`src/rtl/ex_muldiv_pkg.sv`:
```
// Shared definitions for the EX-stage multiply/divide unit: operation codes,
// FSM state encoding, default width and small decode helpers.
package ex_muldiv_pkg;

    localparam int XLEN_DEFAULT = 32;

    typedef enum logic [2:0] {
        F3_MUL    = 3'b000,
        F3_MULH   = 3'b001,
        F3_MULHSU = 3'b010,
        F3_MULHU  = 3'b011,
        F3_DIV    = 3'b100,
        F3_DIVU   = 3'b101,
        F3_REM    = 3'b110,
        F3_REMU   = 3'b111
    } funct3_e;

    typedef enum logic [1:0] {
        S_IDLE,
        S_CALC,
        S_FIX,
        S_DONE
    } state_e;

    // Divide family (DIV, DIVU, REM, REMU).
    function automatic logic is_div(input funct3_e f);
        return (f == F3_DIV) || (f == F3_DIVU) || (f == F3_REM) || (f == F3_REMU);
    endfunction

    // Remainder flavours return the remainder instead of the quotient.
    function automatic logic is_rem(input funct3_e f);
        return (f == F3_REM) || (f == F3_REMU);
    endfunction

    // rs1 is interpreted as two's complement.
    function automatic logic signed_rs1(input funct3_e f);
        return (f == F3_MULH) || (f == F3_MULHSU) || (f == F3_DIV) || (f == F3_REM);
    endfunction

    // rs2 is interpreted as two's complement.
    function automatic logic signed_rs2(input funct3_e f);
        return (f == F3_MULH) || (f == F3_DIV) || (f == F3_REM);
    endfunction

endpackage

```
`src/rtl/md_div_core.sv`:
```
// Unsigned restoring divider datapath: one quotient bit per step.
// The quotient register starts out holding the dividend and is shifted left
// while quotient bits are shifted in from the right.
module md_div_core #(
    parameter int XLEN = 32
) (
    input  logic            clk,
    input  logic            rst_n,
    input  logic            load,
    input  logic            step,
    input  logic [XLEN-1:0] dividend,
    input  logic [XLEN-1:0] divisor,
    output logic [XLEN-1:0] quotient,
    output logic [XLEN-1:0] remainder
);

    logic [XLEN-1:0] rem_q;
    logic [XLEN-1:0] quo_q;
    logic [XLEN-1:0] dvsr_q;
    logic [XLEN:0]   trial;
    logic [XLEN-1:0] rem_nxt;
    logic [XLEN-1:0] quo_nxt;

    // Trial subtraction of the divisor from the shifted partial remainder.
    // NOTE: every signal written here gets a default first, so no latch is inferred.
    always_comb begin
        trial   = {rem_q, quo_q[XLEN-1]} - {1'b0, dvsr_q};
        rem_nxt = {rem_q[XLEN-2:0], quo_q[XLEN-1]};
        quo_nxt = {quo_q[XLEN-2:0], 1'b0};
        if (!trial[XLEN]) begin
            rem_nxt = trial[XLEN-1:0];
            quo_nxt = {quo_q[XLEN-2:0], 1'b1};
        end
    end

    // Load operands on start, retire one bit per step.
    // NOTE: sequential state uses non-blocking assignments so every flop samples pre-edge values.
    always_ff @(posedge clk or negedge rst_n) begin
        if (!rst_n) begin
            rem_q  <= '0;
            quo_q  <= '0;
            dvsr_q <= '0;
        end else if (load) begin
            rem_q  <= '0;
            quo_q  <= dividend;
            dvsr_q <= divisor;
        end else if (step) begin
            rem_q  <= rem_nxt;
            quo_q  <= quo_nxt;
        end
    end

    assign quotient  = quo_q;
    assign remainder = rem_q;

endmodule

```
`src/rtl/ex_muldiv.sv`:
```
// EX-stage multiply/divide unit. Operands are reduced to magnitudes on entry,
// multiplied (shift-add, MUL_BPC bits per cycle) or divided (restoring, one
// bit per cycle), then the recorded sign is applied in a single FIX cycle.
// Divide by zero and signed overflow bypass the datapath and finish at once.
module ex_muldiv
    import ex_muldiv_pkg::*;
#(
    parameter int XLEN    = XLEN_DEFAULT,
    parameter int MUL_BPC = 1
) (
    input  logic            clk,
    input  logic            rst_n,
    input  logic            start_ex,
    input  logic            cpu_stat_ex,
    input  logic [2:0]      funct3_ex,
    input  logic [XLEN-1:0] rs1_data_ex,
    input  logic [XLEN-1:0] rs2_data_ex,
    input  logic [4:0]      rd_adr_ex,
    input  logic            flush,
    output logic            busy,
    output logic            stall_req,
    output logic            done,
    output logic [4:0]      rd_adr_md,
    output logic [XLEN-1:0] rd_data_md
);

    localparam int              CW       = $clog2(XLEN);
    localparam logic [CW-1:0]   MUL_LAST = CW'(XLEN / MUL_BPC - 1);
    localparam logic [CW-1:0]   DIV_LAST = CW'(XLEN - 1);
    localparam logic [XLEN-1:0] INT_MIN  = {1'b1, {(XLEN-1){1'b0}}};

    state_e                  state, state_nxt;
    funct3_e                 f3_in, op;
    logic                    rs1_neg, rs2_neg, neg_in, neg;
    logic [XLEN-1:0]         rs1_mag, rs2_mag;
    logic                    div_zero, div_ovf;
    logic [XLEN-1:0]         special_res;
    logic                    load_op, load_out, calc_last;
    logic [XLEN-1:0]         out_data;
    logic [4:0]              out_rd;
    logic [4:0]              rd_q;
    logic [CW-1:0]           cnt;
    logic [XLEN-1:0]         mcand;
    logic [2*XLEN-1:0]       prod, prod_nxt, prod_signed;
    logic [XLEN+MUL_BPC-1:0] mul_part, mul_sum;
    logic [XLEN-1:0]         quo, rem, quo_signed, rem_signed, fix_res;

    // Decode the incoming request: magnitudes, result sign and early-exit cases.
    always_comb begin
        f3_in    = funct3_e'(funct3_ex);
        rs1_neg  = signed_rs1(f3_in) & rs1_data_ex[XLEN-1];
        rs2_neg  = signed_rs2(f3_in) & rs2_data_ex[XLEN-1];
        rs1_mag  = rs1_neg ? -rs1_data_ex : rs1_data_ex;
        rs2_mag  = rs2_neg ? -rs2_data_ex : rs2_data_ex;
        // Remainder takes the dividend's sign; everything else the XOR of both.
        neg_in   = is_rem(f3_in) ? rs1_neg : (rs1_neg ^ rs2_neg);
        div_zero = is_div(f3_in) && (rs2_data_ex == '0);
        div_ovf  = is_div(f3_in) && signed_rs2(f3_in) &&
                   (rs1_data_ex == INT_MIN) && (rs2_data_ex == '1);
        if (div_zero) special_res = is_rem(f3_in) ? rs1_data_ex : '1;
        else          special_res = is_rem(f3_in) ? '0 : rs1_data_ex;
    end

    // One shift-add step: add mcand times the low MUL_BPC multiplier bits, shift right.
    always_comb begin
        mul_part = '0;
        for (int i = 0; i < MUL_BPC; i++) begin
            if (prod[i]) mul_part = mul_part + ({{MUL_BPC{1'b0}}, mcand} << i);
        end
        mul_sum  = {{MUL_BPC{1'b0}}, prod[2*XLEN-1:XLEN]} + mul_part;
        prod_nxt = {mul_sum, prod[XLEN-1:MUL_BPC]};
    end

    // Apply the recorded sign and pick the architectural result word.
    always_comb begin
        prod_signed = neg ? -prod : prod;
        quo_signed  = neg ? -quo : quo;
        rem_signed  = neg ? -rem : rem;
        if (is_div(op))        fix_res = is_rem(op) ? rem_signed : quo_signed;
        else if (op == F3_MUL) fix_res = prod_signed[XLEN-1:0];
        else                   fix_res = prod_signed[2*XLEN-1:XLEN];
    end

    // State register.
    always_ff @(posedge clk or negedge rst_n) begin
        if (!rst_n) state <= S_IDLE;
        else        state <= state_nxt;
    end

    // Next-state, datapath strobes and handshake outputs; flush overrides all.
    always_comb begin
        state_nxt = state;
        load_op   = 1'b0;
        load_out  = 1'b0;
        out_data  = fix_res;
        out_rd    = rd_q;
        busy      = (state != S_IDLE);
        done      = (state == S_DONE);
        calc_last = (cnt == (is_div(op) ? DIV_LAST : MUL_LAST));
        case (state)
            S_IDLE: begin
                if (start_ex && cpu_stat_ex) begin
                    if (div_zero || div_ovf) begin
                        load_out  = 1'b1;
                        out_data  = special_res;
                        out_rd    = rd_adr_ex;
                        state_nxt = S_DONE;
                    end else begin
                        load_op   = 1'b1;
                        state_nxt = S_CALC;
                    end
                end
            end
            S_CALC:  if (calc_last) state_nxt = S_FIX;
            S_FIX: begin
                load_out  = 1'b1;
                state_nxt = S_DONE;
            end
            S_DONE:  state_nxt = S_IDLE;
            default: state_nxt = S_IDLE;
        endcase
        if (flush) begin
            state_nxt = S_IDLE;
            load_op   = 1'b0;
            load_out  = 1'b0;
        end
        stall_req = (start_ex & cpu_stat_ex & (state == S_IDLE)) | (busy & ~done);
    end

    // Operation context and multiply datapath; the cycle counter runs during CALC.
    always_ff @(posedge clk or negedge rst_n) begin
        if (!rst_n) begin
            op    <= F3_MUL;
            rd_q  <= '0;
            neg   <= 1'b0;
            mcand <= '0;
            prod  <= '0;
            cnt   <= '0;
        end else if (load_op) begin
            op    <= f3_in;
            rd_q  <= rd_adr_ex;
            neg   <= neg_in;
            mcand <= rs1_mag;
            prod  <= {{XLEN{1'b0}}, rs2_mag};
            cnt   <= '0;
        end else if (state == S_CALC) begin
            cnt <= cnt + CW'(1);
            if (!is_div(op)) prod <= prod_nxt;
        end
    end

    md_div_core #(
        .XLEN(XLEN)
    ) u_div (
        .clk      (clk),
        .rst_n    (rst_n),
        .load     (load_op && is_div(f3_in)),
        .step     ((state == S_CALC) && is_div(op)),
        .dividend (rs1_mag),
        .divisor  (rs2_mag),
        .quotient (quo),
        .remainder(rem)
    );

    // Result registers: updated only when a result is produced, otherwise held.
    always_ff @(posedge clk or negedge rst_n) begin
        if (!rst_n) begin
            rd_data_md <= '0;
            rd_adr_md  <= '0;
        end else if (load_out) begin
            rd_data_md <= out_data;
            rd_adr_md  <= out_rd;
        end
    end

endmodule

```
`config.mk`:
```
export PLATFORM = sky130hd
export DESIGN_NAME = ex_muldiv
export DESIGN_NICKNAME = d
export VERILOG_FILES = /design/src/rtl/ex_muldiv_pkg.sv /design/src/rtl/md_div_core.sv /design/src/rtl/ex_muldiv.sv
export SDC_FILE = /design/constraint.sdc
export NUM_CORES = 1
export LEC_CHECK = 0
export ABC_CLOCK_PERIOD_IN_PS = 3960
export CAP_MARGIN = 20
export CORE_MARGIN = 3
export CORE_UTILIZATION = 31
export DETAILED_ROUTE_END_ITERATION = 10
export PLACE_DENSITY_LB_ADDON = 0.05
export SYNTH_ARGS = -nofsm -noshare
export SYNTH_HDL_FRONTEND = slang
export SYNTH_HIERARCHICAL = 1
export SYNTH_SLANG_ARGS = --single-unit
```
`constraint.sdc`:
```
create_clock -name clk -period 3.96 [get_ports clk]
set_clock_uncertainty 0.2 [all_clocks]
set_input_delay 0.99 -clock clk [delete_from_list [all_inputs] [get_ports clk]]
set_output_delay 0.99 -clock clk [all_outputs]
set_load 0.01 [all_outputs]
```
## Yosys cells after proc, flatten, opt, wreduce, memory -nomap -nowiden

Cells that the tools add are included.

| storage, ports and cells | value |
|---|---|
| bits in registers | 245 |
| input bits | 77 |
| output and inout port bits | 40 |
| logic and storage cells | 119 |

| operators by class | value |
|---|---|
| add/sub/neg operators | 8 |
| equality and inequality tests | 19 |
| multiplexer cells | 43 |
| bitwise operators | 8 |
| reduce and logical (&&, ||, !) cells | 29 |

Operators by type and width:

| kind | count |
|---|---|
| $mux 32 | 19 |
| $mux 64 | 4 |
| $neg 32->32 | 4 |
| $eq 32x32->1 const B | 2 |
| $neg 64->64 | 1 |
| $add 32x33->33 | 1 |
| $sub 33x32->33 | 1 |
| $logic_not 32->1 | 1 |
| $mux 5 | 5 |
| $eq 3x3->1 const B | 8 |
| $logic_or 1x1->1 | 14 |
| $mux 1 | 9 |
| $mux 2 | 4 |
| $pmux 2 s4 | 1 |
| $logic_and 1x1->1 | 7 |
| $ne 3x3->1 const B | 2 |
| $reduce_bool 2->1 | 3 |
| $add 5x1->5 const B | 1 |
| $and 1x1->1 | 5 |
| $eq 5x5->1 const B | 1 |
| $eq 2x2->1 const B | 2 |
| $reduce_and 2->1 | 2 |
| $eq 3x1->1 const B | 1 |
| $eq 3x2->1 const B | 1 |
| 8 further kinds | 8 |

## Longest topological paths before layout

Gate-level depths: netlist of run 1.

| depth | value |
|---|---|
| word-level depth | 14 |
| depth in mapped cells | 15 |
| gate-level depth less buffers | 13 |

## Modules after synthesis

Netlist of run 1, hierarchy kept.

By module, submodules not included:

| module | times used | cells an instance | area each (sq um) | sequential area each (sq um) |
|---|---|---|---|---|
| ex_muldiv | 1 | 1836 | 13932.1 | 3728.6 |
| md_div_core | 1 | 714 | 6261.0 | 2402.3 |

## Worst setup path before layout of run 1

No wires, ideal clock.

| path | value |
|---|---|
| path kind | input port to flip-flop |
| start point | input rs1_data_ex[0] |
| end point | register u_div.rem_q[2] (netlist: u_div/remainder[2]) |
| library setup time | 87 ps |
| arrival time | 4162 ps |
| required time | 3673 ps |
| path slack | -489 ps |
| stages on the path | 14 |
| buffers on the path | 2 |
| cells stage by stage | inv_1 ha_1 or4b_1 nor3_1 nand3_1 o41ai_4 nor3_2 buf_2 and2_1 clkbuf_1 inv_1 nand2_1 or3_2 o211ai_1 |

| on the way | value |
|---|---|
| cells in the longest elaborated chain, start to end | 10 |
| elaborated cells on any way between the ends | 11 |
| classes of those cells | 1 x eq/ne; 5 x mux; 5 x reduce/logical |

Ends and longest elaborated chain:

| what | RTL line | RTL |
|---|---|---|
| start: declaration | ex_muldiv.sv:16 | `input logic [XLEN-1:0] rs1_data_ex,` |
| $eq 32x32->1 * | ex_muldiv.sv:59 | `(rs1_data_ex == INT_MIN) && (rs2_data_ex == '1);` |
| $logic_and 1x1->1 * | ex_muldiv.sv:58 | `div_ovf = is_div(f3_in) && signed_rs2(f3_in) &&` |
| $logic_and 1x1->1 * | ex_muldiv.sv:59 |  |
| $logic_or 1x1->1 * | ex_muldiv.sv:103 | `if (div_zero \|\| div_ovf) begin` |
| $mux 1 * | ex_muldiv.sv:103 |  |
| $mux 1 * | ex_muldiv.sv:102 | `if (start_ex && cpu_stat_ex) begin` |
| $mux 1 * | ex_muldiv.sv:100 | `case (state)` |
| $mux 1 * | ex_muldiv.sv:122 | `if (flush) begin` |
| $logic_and 1x1->1 * | ex_muldiv.sv:157 | `.load (load_op && is_div(f3_in)),` |
| $mux 32 / $reduce_bool 2->1 (equally long branches) | - |  |
| end signal: assignment | md_div_core.sv:48 | `rem_q <= rem_nxt;` |
| end: declaration | md_div_core.sv:17 | `logic [XLEN-1:0] rem_q;` |

Mark *: on every way between the ends. The rest lies on a longest branch, timed or not.
A chain may end at the register's enable or synchronous reset.

## Final worst setup path of run 1

| path | value |
|---|---|
| start point | input rs2_data_ex[13] |
| end point | register rd_data_md[20] |

| on the way | value |
|---|---|
| cells in the longest elaborated chain, start to end | 7 |
| elaborated cells on any way between the ends | 13 |
| classes of those cells | 1 x eq/ne; 8 x mux; 4 x reduce/logical |

Ends and longest elaborated chain:

| what | RTL line | RTL |
|---|---|---|
| start: declaration | ex_muldiv.sv:17 | `input logic [XLEN-1:0] rs2_data_ex,` |
| $eq 32x32->1 / $logic_not 32->1 (equally long branches) | ex_muldiv.sv:59, ex_muldiv.sv:57 |  |
| $logic_and 1x1->1 (on tied branches) | ex_muldiv.sv:59, ex_muldiv.sv:57 |  |
| $logic_or 1x1->1 | ex_muldiv.sv:103 |  |
| $mux 1 | ex_muldiv.sv:103 |  |
| $mux 1 | ex_muldiv.sv:102 |  |
| $pmux 1 s2 | ex_muldiv.sv:100 |  |
| $mux 1 | ex_muldiv.sv:122 |  |
| end signal: assignment | ex_muldiv.sv:171 | `rd_data_md <= out_data;` |
| end: declaration | ex_muldiv.sv:24 | `output logic [XLEN-1:0] rd_data_md` |

Parallel ways exist; a longest one is shown, timed or not.

==> results of run 1 <==
==> worst paths after layout <==
path,startpoint,end,slack (ns),cells past startpoint
worst max-delay path,rs2_data_ex[13],rd_data_md[20],0.05,12
worst min-delay path,rst_n,u_div/remainder[29],0.22,1
worst max register to register,prod[9],rd_data_md[9],0.10,9
worst min register to register,mcand[24],mcand[24],0.27,2
max in group asynchronous,rst_n,prod[26],2.51,2
min in group clk,mcand[24],mcand[24],0.27,2
==> power breakdown <==
part	switching (µW)	internal, µW	leakage [µW]
clock network	1310	2130	0.000599
logic	7630	5110	0.00762
registers	1310	3540	0.00306
total	10300	10800	0.0113
==> worst max-delay path, cell delays in order <==
cell and delay, ns:
clkdlybuf4s50_1 0.42, or4_4 0.52, or4_4 0.51, buf_4 0.17, nor4_2 0.38, o2bb2ai_1 0.19, and2_1 0.21, buf_12 0.12
nand2_1 0.07, o211ai_1 0.30, buf_4 0.18, o21a_1 0.12
==> routing by layer <==
metal	wire [µm]	up-vias	global-route usage (%)
li1	-	10038	-
met2	41180	812	41.94
met1	48280	10656	42.86
met3	6228	86	3.829
met5	0	-	0
met4	1978	0	5.821
==> what timing repair did <==
| action | CTS | global route |
|---|---|---|
| pin swaps | 2 | 6 |
| setup endpoints to repair | 234 | 137 |
| buffers inserted | 1 | 5 |
| cloned | 0 | 1 |
| resized for setup | 8 | 23 |
==> cells by family (layout without fill, tap and decap cells) <==
family	Yosys count	after routing
xor+xnor	195	195
flops	245	245
buf+inv	230	647
fa+ha+maj	79	79
compound gates	700	700
mux	89	89
simple gates	1012	1012
==> flip-flops by register name, indices dropped and copies added (netlist names) <==
| register | cells |
|---|---|
| u_div/remainder | 32 |
| rd_adr_md | 5 |
| u_div/dvsr_q | 32 |
| rd_q | 5 |
| neg | 1 |
| cnt | 5 |
| state | 2 |
| rd_data_md | 32 |
| mcand | 32 |
| u_div/quotient | 32 |
| prod | 64 |
| op | 3 |
==> layout make-up <==
cell class / count / area [µm²]
fillers: 6539 / 37310
inverters: 75 / 289.0
repair buffers: 509 / 4524
well taps: 846 / 1059
multi-input cells: 2075 / 13220
flip-flops and latches: 245 / 6135
clock buffers: 45 / 1006
clock inverters: 18 / 235.2
==> per-stage QoR <==
stage | setup slack, ns | power, µW
after floorplan | -0.1521 | 12000
after global placement | -0.7979 | 17200
after detailed placement | -0.8704 | 17260
after CTS | 0.003137 | 20820
after global routing | -0.02809 | 22300
final | 0.04661 | 21020
==> cell usage after synthesis (7+ instances only) <==
library cell  instances  area, µm²
o31a_1               10      87.58
nor4b_1               8      70.07
a211oi_1             45      337.8
o21ai_0             176      880.8
o21bai_1              9      67.56
nor3_1               55      275.3
or2_2                 9      56.30
buf_1                 8      30.03
nor2_1              188      705.7
o211ai_1             24      180.2
dfrtp_1             245       6131
nor4_1               38      237.7
and3_1               21      131.4
a21oi_1             141      705.7
or3_1                31      193.9
or4_1                21      157.7
xnor2_1             106      928.4
o31ai_1              52      390.4
nor2b_1              10      62.56
mux2_2                7      78.83
nand3_1              67      335.3
xor2_1               89      779.5
and2_1               44      275.3
nor3b_1               8      60.06
o21a_1               14      105.1
a21o_1               21      157.7
o21ai_1               9      45.04
buf_2                27      135.1
nand2b_1             14      87.58
o41ai_1              27      236.5
inv_1                75      281.5
clkbuf_1            103      386.6
nand4_1              35      219.0
a31oi_1              56      350.3
a41oi_1               9      78.83
o22ai_1              19      118.9
nand2_1             432       1622
mux2i_1              80      800.8
ha_1                 77      963.4
o2111ai_1             7      61.31
==> results_dict.tcl, run 1 <==
set metrics [dict create \
    grt_pass1_vias 20496 \
    die_h_um 261.2 \
    stdcell_count 3813 \
    worst_pin_slew_ns 0.8574 \
    grt_pass1_wl_um 142100 \
    place_congestion 0.9392 \
    synth_xor_area_share_pct 8.458 \
    grt_overflow 0 \
    num_rows 92 \
    layout_common_cells "nand2_1 (429), buf_4 (360), dfrtp_1 (244), nor2_1 (185), o21ai_0 (174)" \
    drc 0 \
    dr_total_vias 21592 \
    placed_cell_area_um2 25030 \
    max-slew-margin-rel_pct 42.32 \
    max_freq_ghz 0.2555 \
    final_nets 3098 \
    drive_gt1_share_pct 18.03 \
    yosys-mux-area-fraction_pct 4.579 \
    whs_ns 0.2208 \
    min_period_ns 3.913 \
    cts-buffers-inserted 36 \
    cts_tree "yes" \
    area_delta_synth_final_pct 31.06 \
    antenna_found_initial 4 \
    layout_commonest_cell "nand2_1" \
    grtUsageTotal_pct 28.09 \
    dieWidth_um 261.2 \
    vias_per_cell 5.663 \
    postCtsHoldBufs 0 \
    hold_viol_final 0 \
    worst_ep_arrival_time_ns 4.20 \
    port_buffers 116 \
    final_util_pct 41.50 \
    synth-simple-area-share_pct 23.64 \
    cap_violations 0 \
    ctsHtreeMaxLevel 2 \
    clock-root-buffer "clkbuf_16" \
    ys_async_sr_fraction_pct 100.0 \
    first_iter_violations 2196 \
    ys_seq_area_share_pct 30.36 \
    synth-main-ff-cell "dfrtp_1" \
    slew_violations 0 \
    dpl.hpwl_um 78030 \
    wl_per_cell_um 25.61 \
    core_area_um2 63770 \
    powerDensity_nw_per_um2 794.2 \
    synth_top_family_by_area "simple AND/OR/NAND/NOR gates" \
    die-area_um2 68240 \
    insertion_delay_ns 0.55 \
    cp_max_fo 4 \
    leakagePower_uw 0.01128 \
    synth-seq-cells 245 \
    cts_sinks 245 \
    boundaryPins 117 \
    synth-compound-area-share_pct 22.96 \
    syn_inst 2550 \
    crit_required_ns 4.25 \
    synthDistinctLibCells 97 \
    ant_nets 0 \
    ir_drop_mv 0.4139 \
    final_area_um2 26470 \
    path_class "input port to flip-flop" \
    min_period_over_period_pct 98.82 \
    synth_area_um2 20190 \
    setup_viol_count_final 0 \
    synth_edf_count 0 \
    finalWirelength_um 97660 \
    start_util_pct 31.66 \
    synth.avg_cell_area_um2 7.919 \
    worstSetupEndpointType "flip-flop" \
    rsz0062_at_grt "yes" \
    startpoint_type "input port" \
    dr.pass1.iters 6 \
    setup_tns_ns 0 \
    hold_path.class "input port to async pin" \
    diodes 0 \
    clockBufferDepth 3 \
    grt_max_degree 87 \
    synth-warning-count 6 \
    post-place-cells 3744 \
    cts.clk_slew.worst_paths_ns 0.06 \
    status "finished, final reports clean" \
    syn-num-nets 2706 \
    synth_fa_ha_area_share_pct 4.969 \
]
Power figures use the tool's default switching activity.
==> run 2: changes to the inputs <==
--- a/config.mk
+++ b/config.mk
@@ -5,7 +5,7 @@
 export SDC_FILE = /design/constraint.sdc
 export NUM_CORES = 1
 export LEC_CHECK = 0
-export ABC_CLOCK_PERIOD_IN_PS = 3960
+export ABC_CLOCK_PERIOD_IN_PS = 4400
 export CAP_MARGIN = 20
 export CORE_MARGIN = 3
 export CORE_UTILIZATION = 31
==> constraint.sdc (replaced) <==
create_clock -name clk -period 4.4 [get_ports clk]
set_clock_uncertainty 0.2 [all_clocks]
set_input_delay 1.1 -clock clk [delete_from_list [all_inputs] [get_ports clk]]
set_output_delay 1.1 -clock clk [all_outputs]
set_load 0.01 [all_outputs]
==> results_dict.tcl, run 2 (synthesized netlist as in run 1, its figures left out) <==
set metrics [dict create \
    area_delta_synth_final_pct 24.77 \
    max-slew-margin-rel_pct 35.66 \
    final_util_pct 39.51 \
    leakagePower_uw 0.01056 \
    cts_tree "yes" \
    antenna_found_initial 3 \
    place_congestion 0.9447 \
    worst_ep_arrival_time_ns 4.47 \
    vias_per_cell 5.720 \
    rsz0062_at_grt "no" \
    cts.clk_slew.worst_paths_ns 0.06 \
    die_h_um 261.2 \
    largest_reg_flops 64 \
    layout_common_cells "nand2_1 (431), buf_4 (254), dfrtp_1 (244), nor2_1 (186), o21ai_0 (175)" \
    clock-root-buffer "clkbuf_16" \
    insertion_delay_ns 0.58 \
    dr.pass1.iters 6 \
    boundaryPins 117 \
    grt_pass1_vias 20040 \
    drive_gt1_share_pct 13.71 \
    final_nets 2975 \
    wl_per_cell_um 25.84 \
    p_seq_share_pct 24.3 \
    start_util_pct 31.66 \
    p_sw_uw 9116 \
    grtUsageTotal_pct 27.50 \
    postCtsHoldBufs 0 \
    clockBufferDepth 3 \
    dieWidth_um 261.2 \
    cp_max_fo 12 \
    status "finished, final reports clean" \
    port_buffers 116 \
    crit_buf_inv 2 \
    ir_drop_mv 0.2806 \
    worstPathCellList "or4_4 > or4_4 > or2_2 > or3_1 > nor3_1 > buf_4 > mux2i_1 > buf_4 > a211oi_1 > o31ai_1" \
    switching_share_pct 49.88 \
    cap_violations 0 \
    num_rows 92 \
    p_clk_share_pct 16.6 \
    startpoint_type "flip-flop" \
    crit_required_ns 4.61 \
    cp_slowest_stage_delay_ns 0.64 \
    crit_family "simple AND/OR/NAND/NOR gates" \
    ant_nets 0 \
    hold_viol_final 0 \
    worst_pin_slew_ns 0.9651 \
    grt_pass1_wl_um 138800 \
    grt_max_degree 116 \
    path_class "flip-flop to flip-flop" \
    finalWirelength_um 95380 \
    grt_overflow 0 \
    pwr-share-comb_pct 59.1 \
    hold_path.class "flip-flop to flip-flop" \
    intPower_uw 9159 \
    layout_setup_ws_ns 0.1399 \
    ctsHtreeMaxLevel 2 \
    dp_slack_ns -0.5318 \
    powerDensity_nw_per_um2 725.4 \
    max_freq_ghz 0.2347 \
    dr_total_vias 21120 \
    min_period_ns 4.260 \
    worstSetupEndpointType "flip-flop" \
    drc 0 \
    slew_violations 0 \
    cts-buffers-inserted 36 \
    die-area_um2 68240 \
    cts_sinks 245 \
    first_iter_violations 2112 \
    layout_commonest_cell "nand2_1" \
    core_area_um2 63770 \
    largest_register "prod" \
    setup_viol_count_final 0 \
    min_period_over_period_pct 96.82 \
    dpl.hpwl_um 75660 \
    slowest_stage "or4_4" \
]
[run 2: power groups by stage]
stage | registers [µW] | clock network [µW] | logic, µW
finish | 4440 | 3030 | 10800
global route | 4560 | 3200 | 11700
CTS | 4420 | 3110 | 10600
detailed placement | 4440 | 0 | 10600
global placement | 4430 | 0 | 10500
floorplan | 4070 | 0 | 6710
[run 2: what timing repair did]
action	in CTS	in global routing
setup buffers	0	0
endpoints found under the setup margin	0	35
resized for setup	0	3
[run 2: worst paths after layout]
| kind | slack, ns | from | to | cells after the start |
|---|---|---|---|---|
| worst min register to register | 0.28 | mcand[14] | mcand[14] | 2 |
| worst max-delay path | 0.14 | prod[14] | rd_data_md[28] | 10 |
| worst min-delay path | 0.28 | mcand[14] | mcand[14] | 2 |
| worst max register to register | 0.14 | prod[14] | rd_data_md[28] | 10 |
| max in group asynchronous | 2.69 | rst_n | u_div/dvsr_q[13] | 2 |
| min in group asynchronous | 0.31 | rst_n | u_div/remainder[24] | 1 |
[run 2: worst register-to-register path: stages (launching register included)]
cell and delay, ns:
dfrtp_1 0.43, or4_4 0.57, or4_4 0.64, or2_2 0.46, or3_1 0.38, nor3_1 0.32, buf_4 0.20, mux2i_1 0.08
buf_4 0.15, a211oi_1 0.54, o31ai_1 0.16
[run 2: routing by layer]
| layer | up-vias | global-route usage [%] | part of all wire [%] |
|---|---|---|---|
| li1 | 9795 | - | - |
| met1 | 10364 | 41.06 | 48 |
| met2 | 854 | 40.35 | 42 |
| met3 | 105 | 5.193 | 8.2 |
| met4 | 2 | 7.191 | 2.6 |
| met5 | - | 0 | 0.0094 |
[run 2: area by class of cell]
class                   instances  area, µm²
well taps                     846       1059
fillers                      6670      38580
diodes                          1      2.502
clock buffers                  50       1023
multi-input cells            2075      13110
repair buffers                386       3393
inverters                      75      281.5
clock inverters                14      195.2
flip-flops and latches        245       6135
[run 2: stage by stage]
| stage | cell area, µm² | hold WS (ns) | std cells | total power, µW | TNS, ns |
|---|---|---|---|---|---|
| global placement | 23960 | 0.2539 | 3627 | 14940 | -54.51 |
| global route | 25190 | 0.2917 | 3691 | 19420 | 0 |
| detailed placement | 23960 | 0.2579 | 3627 | 15000 | -67.66 |
| CTS | 25180 | 0.2777 | 3691 | 18140 | 0 |
| floorplan | 20200 | 0.2381 | 2550 | 10780 | 0 |
| finish | 25190 | 0.2755 | 3692 | 18270 | 0 |
